### config.mk
export PLATFORM = sky130hd
export DESIGN_NAME = serial_add_ctrl
export DESIGN_NICKNAME = d
export VERILOG_FILES = /design/src/rtl/serial_add_ctrl.sv
export SDC_FILE = /design/constraint.sdc
export NUM_CORES = 1
export LEC_CHECK = 0
export CORE_UTILIZATION = 47
export DETAILED_ROUTE_END_ITERATION = 16
export PLACE_DENSITY = 0.79
export SETUP_SLACK_MARGIN = 0.15
export SLEW_MARGIN = 20
export SYNTH_ARGS = -nofsm -noshare
export SYNTH_HDL_FRONTEND = slang
export SYNTH_SLANG_ARGS = --single-unit
export TNS_END_PERCENT = 50
### constraint.sdc
create_clock -name clk -period 4 [get_ports clk]
set_input_delay 0.4 -clock clk [delete_from_list [all_inputs] [get_ports clk]]
set_output_delay 0.4 -clock clk [all_outputs]
set_load 0.01 [all_outputs]
### src/rtl/serial_add_ctrl.sv
// serial_add_ctrl: bit-serial add/subtract controller.
// A single full-adder cell is time-shared across all WIDTH bits, LSB first,
// one bit per clock. Subtraction is done as op_a + ~op_b + 1.
//
// Ports:
//   clk       rising-edge clock
//   rst_n     synchronous active-low reset
//   start     request an operation (accepted only when idle)
//   sub       0: op_a + op_b, 1: op_a - op_b (sampled with start)
//   op_a/op_b WIDTH-bit operands (sampled with start)
//   busy      high while an operation is running or completing
//   done      one-cycle pulse, result and flags valid from this cycle
//   result    WIDTH-bit sum/difference, held until the next accepted start
//   carry_out final carry; for sub, 1 means no borrow
//   overflow  signed overflow (carry into MSB xor carry out of MSB)
module serial_add_ctrl #(
  parameter int unsigned WIDTH = 8,
  localparam int unsigned CNT_W = $clog2(WIDTH + 1)
) (
  input  logic             clk,
  input  logic             rst_n,
  input  logic             start,
  input  logic             sub,
  input  logic [WIDTH-1:0] op_a,
  input  logic [WIDTH-1:0] op_b,
  output logic             busy,
  output logic             done,
  output logic [WIDTH-1:0] result,
  output logic             carry_out,
  output logic             overflow
);

  typedef enum logic [1:0] {StIdle, StRun, StDone} state_e;

  state_e           state_q, state_d;
  logic [WIDTH-1:0] sh_a_q, sh_a_d;
  logic [WIDTH-1:0] sh_b_q, sh_b_d;
  logic [WIDTH-1:0] result_q, result_d;
  logic [CNT_W-1:0] cnt_q, cnt_d;
  logic             carry_q, carry_d;
  logic             carry_out_q, carry_out_d;
  logic             overflow_q, overflow_d;

  // Shared full-adder cell
  logic fa_a, fa_b, fa_c, fa_sum, fa_carry;
  assign fa_a     = sh_a_q[0];
  assign fa_b     = sh_b_q[0];
  assign fa_c     = carry_q;
  assign fa_sum   = fa_a ^ fa_b ^ fa_c;
  assign fa_carry = (fa_a & fa_b) | (fa_c & (fa_a ^ fa_b));

  logic last_bit;
  assign last_bit = (cnt_q == CNT_W'(WIDTH - 1));

  always_comb begin
    state_d     = state_q;
    sh_a_d      = sh_a_q;
    sh_b_d      = sh_b_q;
    result_d    = result_q;
    cnt_d       = cnt_q;
    carry_d     = carry_q;
    carry_out_d = carry_out_q;
    overflow_d  = overflow_q;

    unique case (state_q)
      StIdle: begin
        if (start) begin
          sh_a_d      = op_a;
          sh_b_d      = sub ? ~op_b : op_b;
          carry_d     = sub;  // the +1 of two's complement negation
          cnt_d       = '0;
          result_d    = '0;
          carry_out_d = 1'b0;
          overflow_d  = 1'b0;
          state_d     = StRun;
        end
      end
      StRun: begin
        sh_a_d   = {1'b0, sh_a_q[WIDTH-1:1]};
        sh_b_d   = {1'b0, sh_b_q[WIDTH-1:1]};
        result_d = {fa_sum, result_q[WIDTH-1:1]};
        carry_d  = fa_carry;
        cnt_d    = cnt_q + CNT_W'(1);
        if (last_bit) begin
          // carry_q is still the carry into the MSB here
          carry_out_d = fa_carry;
          overflow_d  = fa_carry ^ carry_q;
          state_d     = StDone;
        end
      end
      StDone: begin
        state_d = StIdle;
      end
      default: begin
        state_d = StIdle;
      end
    endcase
  end

  always_ff @(posedge clk) begin
    if (!rst_n) begin
      state_q     <= StIdle;
      sh_a_q      <= '0;
      sh_b_q      <= '0;
      result_q    <= '0;
      cnt_q       <= '0;
      carry_q     <= 1'b0;
      carry_out_q <= 1'b0;
      overflow_q  <= 1'b0;
    end else begin
      state_q     <= state_d;
      sh_a_q      <= sh_a_d;
      sh_b_q      <= sh_b_d;
      result_q    <= result_d;
      cnt_q       <= cnt_d;
      carry_q     <= carry_d;
      carry_out_q <= carry_out_d;
      overflow_q  <= overflow_d;
    end
  end

  assign busy      = (state_q != StIdle);
  assign done      = (state_q == StDone);
  assign result    = result_q;
  assign carry_out = carry_out_q;
  assign overflow  = overflow_q;

endmodule

Word level (Yosys, flattened, before mapping)
Index checks and enable logic that the tools add are counted.
{ "totals": {"ff_bits": 33, "in_bits": 20, "out_inout_bits": 12, "elab_cells": 46} }
{ "op_classes": {"addsub": 1, "eq_ne": 5, "mux": 19, "bitwise": 7, "reduce_logical": 6} }
{ "op_table": {"columns": ["operator", "n"], "rows": [
  ["$pmux W8 S2", 3],
  ["$mux W8", 4],
  ["$not A8 Y8", 1],
  ["$pmux W4 S2", 1],
  ["$pmux W1 S2", 3],
  ["$add A4 B1 Y4 const B", 1],
  ["$eq A4 B3 Y1 const B", 1],
  ["$mux W1", 4],
  ["$mux W2", 2],
  ["$mux W4", 1],
  ["$ne A2 B2 Y1 const B", 2],
  ["$pmux W2 S2", 1],
  ["$reduce_and A2 Y1", 2],
  ["$reduce_bool A2 Y1", 2],
  ["$reduce_and A3 Y1", 1],
  ["$xor A1 B1 Y1", 3],
  ["$and A1 B1 Y1", 2],
  ["$eq A2 B1 Y1 const B", 1],
  ["$eq A2 B2 Y1 const B", 1],
  ["$logic_not A2 Y1", 1],
  ["$or A1 B1 Y1", 1]
]} }

Logic depth before layout (Yosys ltp)
{ "depth": {"depth_word": 6, "ltp_mapped": 5} }

Least setup slack after synthesis
OpenSTA, ideal clock, no wires.
{ "synth_path": {"kind": "reg2reg", "startpoint": "register sh_a_q[0]", "endpoint": "register carry_q", "setup_time_ns": 0.119, "t_arrival_ns": 1.146, "path_slack_ns": 2.735, "path_stages_with_launch": 5, "path_buffers": 0, "period_less_slack_ns": 1.265, "path_cell_list": "dfxtp_1 -> fa_1 -> nor2b_1 -> a21oi_1 -> o221a_2"} }
{ "synth_via": {"elab_chain_cells": 4} }
{ "synth_rtl": {"columns": ["item", "line_no", "source"], "rows": [
  ["start: declaration", "36", "logic [WIDTH-1:0] sh_a_q, sh_a_d;"],
  ["start signal: assignment", "103", "sh_a_q <= '0;"],
  ["start signal: assignment", "112", "sh_a_q <= sh_a_d;"],
  ["$xor A1 B1 Y1", "50", "assign fa_carry = (fa_a & fa_b) | (fa_c & (fa_a ^ fa_b));"],
  ["$and A1 B1 Y1", "50", null],
  ["$or A1 B1 Y1 (*)", "50", null],
  ["$pmux W1 S2 (*)", "65", "unique case (state_q)"],
  ["end signal: assignment", "116", "carry_q <= carry_d;"],
  ["end: declaration", "40", "logic carry_q, carry_d;"]
]} }
Every way passes the cells marked *; elsewhere a longest branch is shown, timed or not.
A chain may end at the register's enable or synchronous reset.

Worst setup path after layout
{ "layout_path": {"startpoint": "register state_q[0]", "endpoint": "output port busy"} }
{ "layout_via": {"elab_chain_cells": 1} }
{ "layout_rtl": {"columns": ["item", "line_no", "source"], "rows": [
  ["start: declaration", "35", "state_e state_q, state_d;"],
  ["start signal: assignment", "102", "state_q <= StIdle;"],
  ["start signal: assignment", "111", "state_q <= state_d;"],
  ["$reduce_bool A2 Y1", "122", "assign busy = (state_q != StIdle);"],
  ["end: declaration", "26", "output logic busy,"]
]} }
Every way passes these cells.

==> flow_summary.toml <==
[status]
outcome = "complete, no violations"

[sta]
worstMarginPinSlew_ns = 0.594
finalCritPeriodShare_pct = 51.9
hold_viol_final = 0
rsz0062_at_grt = "false"
relSlewSlack_pct = 60.4
fmax_mhz = 482
setup_viol = 0
finalCriticalPeriod_ns = 2.07
slew_violations = 0
finalClockSkew_ns = 0.00595
setup_tns_ns = 0

[critical_path]
critPathLaunchType = "register"
cp-startpoint = "state_q[0]"
r2r-start = "state_q[0]"
end_kind = "output port"
ff2ff_path_depth = 3
path_max_fanout = 13
critPathRequiredTime_ns = 3.60
r2r_end = "cnt_q[3]"
crit_end = "busy"
critPathKind = "register to output port"
rrSetupSlack_ns = 2.24
arrival_ns = 1.67

[yosys]
syn_area_um2 = 1480
synth_top_family_by_area = "compound AO/OA/AOI/OAI gates"
yosys.area_share.simple_pct = 14.8
yosys.area_share.xor_xnor_pct = 5.31
yosys.area_share.adder_pct = 2.19
synth_top_area_share_pct = 44.5
postSynthCellCount = 163
ys_types = 38
yosysSeqAreaShare_pct = 44.5
synthMuxAreaShare_pct = 0.675
synth-seq-cells = 33
synth_top_area_cell = "dfxtp_1"
synth_compound_area_share_pct = 26.1
synthTopCellsByArea = "dfxtp_1 45%, a21oi_1 5.4%, a22oi_1 5.1%"
syn-num-nets = 185
syn_avg_cell_area_um2 = 9.10
ys_warn_count = 0

[clock_tree]
cts_root_buf = "clkbuf_4"
cts_tree = "built"
cts_resized = 0
clk_path_buf_depth = 2
h-tree-depth = 2
path_clk_slew_ns = 0.10
cts_made_buffers = 5
insertion_delay_ns = 0.34
cts-hold-fix-buffers = 0
cts_sinks = 33
postCtsSetupBuffers = 0

[power_and_ir_drop]
p_leak_nw = 0.677
p_per_area_nw_per_um2 = 348
vdd_drop_max_uv = 151

[routing]
vias_per_cell = 5.37
met2_length_um = 1510
dr_wl_met3_um = 140
drc_errors = 0
wire_per_inst_um = 13.0
num_vias = 1256
ant_nets = 0
dr.pass1.iters = 4
routed.top_layer = "met4"
drt_iter0_drc = 33
drt_wl_total_um = 3040
wirelength_met1_um = 1360

[grt]
track_usage_pct = 19.7
grt_max_degree = 20
first_global_vias = 1213
antenna_found_initial = 0
grt_pass1_wl_um = 5060
grt-ovfl-total = 0

[cells_and_area]
fin_nets = 211
drive_above_1_share_pct = 7.37
utilization_pct = 59.9
syn_to_final_growth_pct = 22.2
diodes = 0

[floorplanning]
die-area_um2 = 3390
rows = 20
dieHeight_um = 58.2
core_um2 = 3030
die_w_um = 58.2
io_pins = 32
initial_utilization_pct = 49.0

[placement]
gp_congestion = 0.842
numPortBuffers = 31
place_hpwl_um = 2090

[run]
drv_cap = 0

[worst_hold_path]
hold_class = "register to register"
hp-start = "sh_b_q[2]"
-- cell usage in the layout (no fill, tap or decap), drive strengths merged, types with 6 or more instances in the layout --
cell type      instances
dfxtp                 33
clkdlybuf4s50         31
nor2                  19
a21oi                 16
o21ai                 15
nand2                 11
a22oi                 10
xnor2                  7
a211oi                 7
clkbuf                 6
-- routing by layer --
layer,up-vias,track usage (%)
li1,631,-
met1,588,21.8
met2,33,34.5
met3,4,6.70
met5,-,0
met4,0,8.16
-- synth_stat cells --
master and instances:
dfxtp_1 33, nor2_1 19, a21oi_1 16, o21ai_0 15, nand2_1 11, a22oi_1 10
a211oi_1 7, xnor2_1 7, buf_4 4, buf_6 3, nand3_1 3, nor2b_1 3
a22o_1 2, buf_2 2, clkbuf_2 2, nor3_1 2, o31ai_1 2, xor2_1 2
a221oi_1 1, a31oi_1 1, and2b_1 1, and2b_2 1, and4b_1 1, clkbuf_1 1
fa_1 1, ha_1 1, inv_1 1, inv_2 1, mux2i_1 1, nand2b_1 1
nand4b_1 1, nor3_2 1, o211a_1 1, o21ba_4 1, o21bai_4 1, o221a_2 1
or2_2 1, or3_1 1
-- worst min path at each step --
stage	slack (ns)	depth (start not counted)	end
after floorplan	0.47	2	sh_b_q[7]
after global placement	0.47	1	overflow
after detailed placement	0.49	2	sh_b_q[5]
after CTS	0.50	2	sh_b_q[2]
after global routing	0.53	2	sh_b_q[1]
final	0.50	2	sh_b_q[2]
-- cell type report --
| type | instances | area, µm² |
|---|---|---|
| flip-flops and latches | 33 | 661 |
| well taps | 44 | 55.1 |
| fillers | 290 | 1210 |
| clock inverters | 2 | 10.0 |
| repair buffers | 31 | 310 |
| clock buffers | 6 | 41.3 |
| multi-input cells | 116 | 728 |
| inverters | 2 | 7.51 |
-- state kept, by name, summed over array words and instances, names as in the netlist --
register and cells:
carry_q 1, cnt_q 4, carry_out 1, sh_b_q 8, sh_a_q 8, state_q 2, overflow 1, result 8
-- stage by stage --
stage	power [mW]	cells	instance area [µm²]	hold WS (ns)	setup WS (ns)
finish	0.630	234	1810	0.500	1.93
global route	0.663	234	1810	0.528	1.83
CTS	0.637	234	1810	0.501	1.90
detailed placement	0.460	226	1760	0.486	1.90
global placement	0.456	226	1760	0.470	1.97
floorplan	0.430	163	1480	0.467	2.74
-- critical path: stages (launching register included) --
cell and delay [ns]:
dfxtp_1 0.63, or2_2 0.19, clkdlybuf4s50_1 0.52
-- power by group --
group          total (mW)  internal [mW]  switching (mW)
clock network       0.178         0.0669           0.111
logic              0.0925         0.0461          0.0464
registers           0.360          0.346          0.0136
total               0.630          0.459           0.171
-- kinds of logic (layout without fill, tap and decap cells) --
| kind of cell | count (synthesis) | count (layout) |
|---|---|---|
| compound gates | 58 | 58 |
| xor+xnor | 9 | 9 |
| fa+ha+maj | 2 | 2 |
| buf+inv | 14 | 41 |
| flops | 33 | 33 |
| mux | 1 | 1 |
| simple gates | 46 | 46 |
Power figures use the tool's default switching activity.
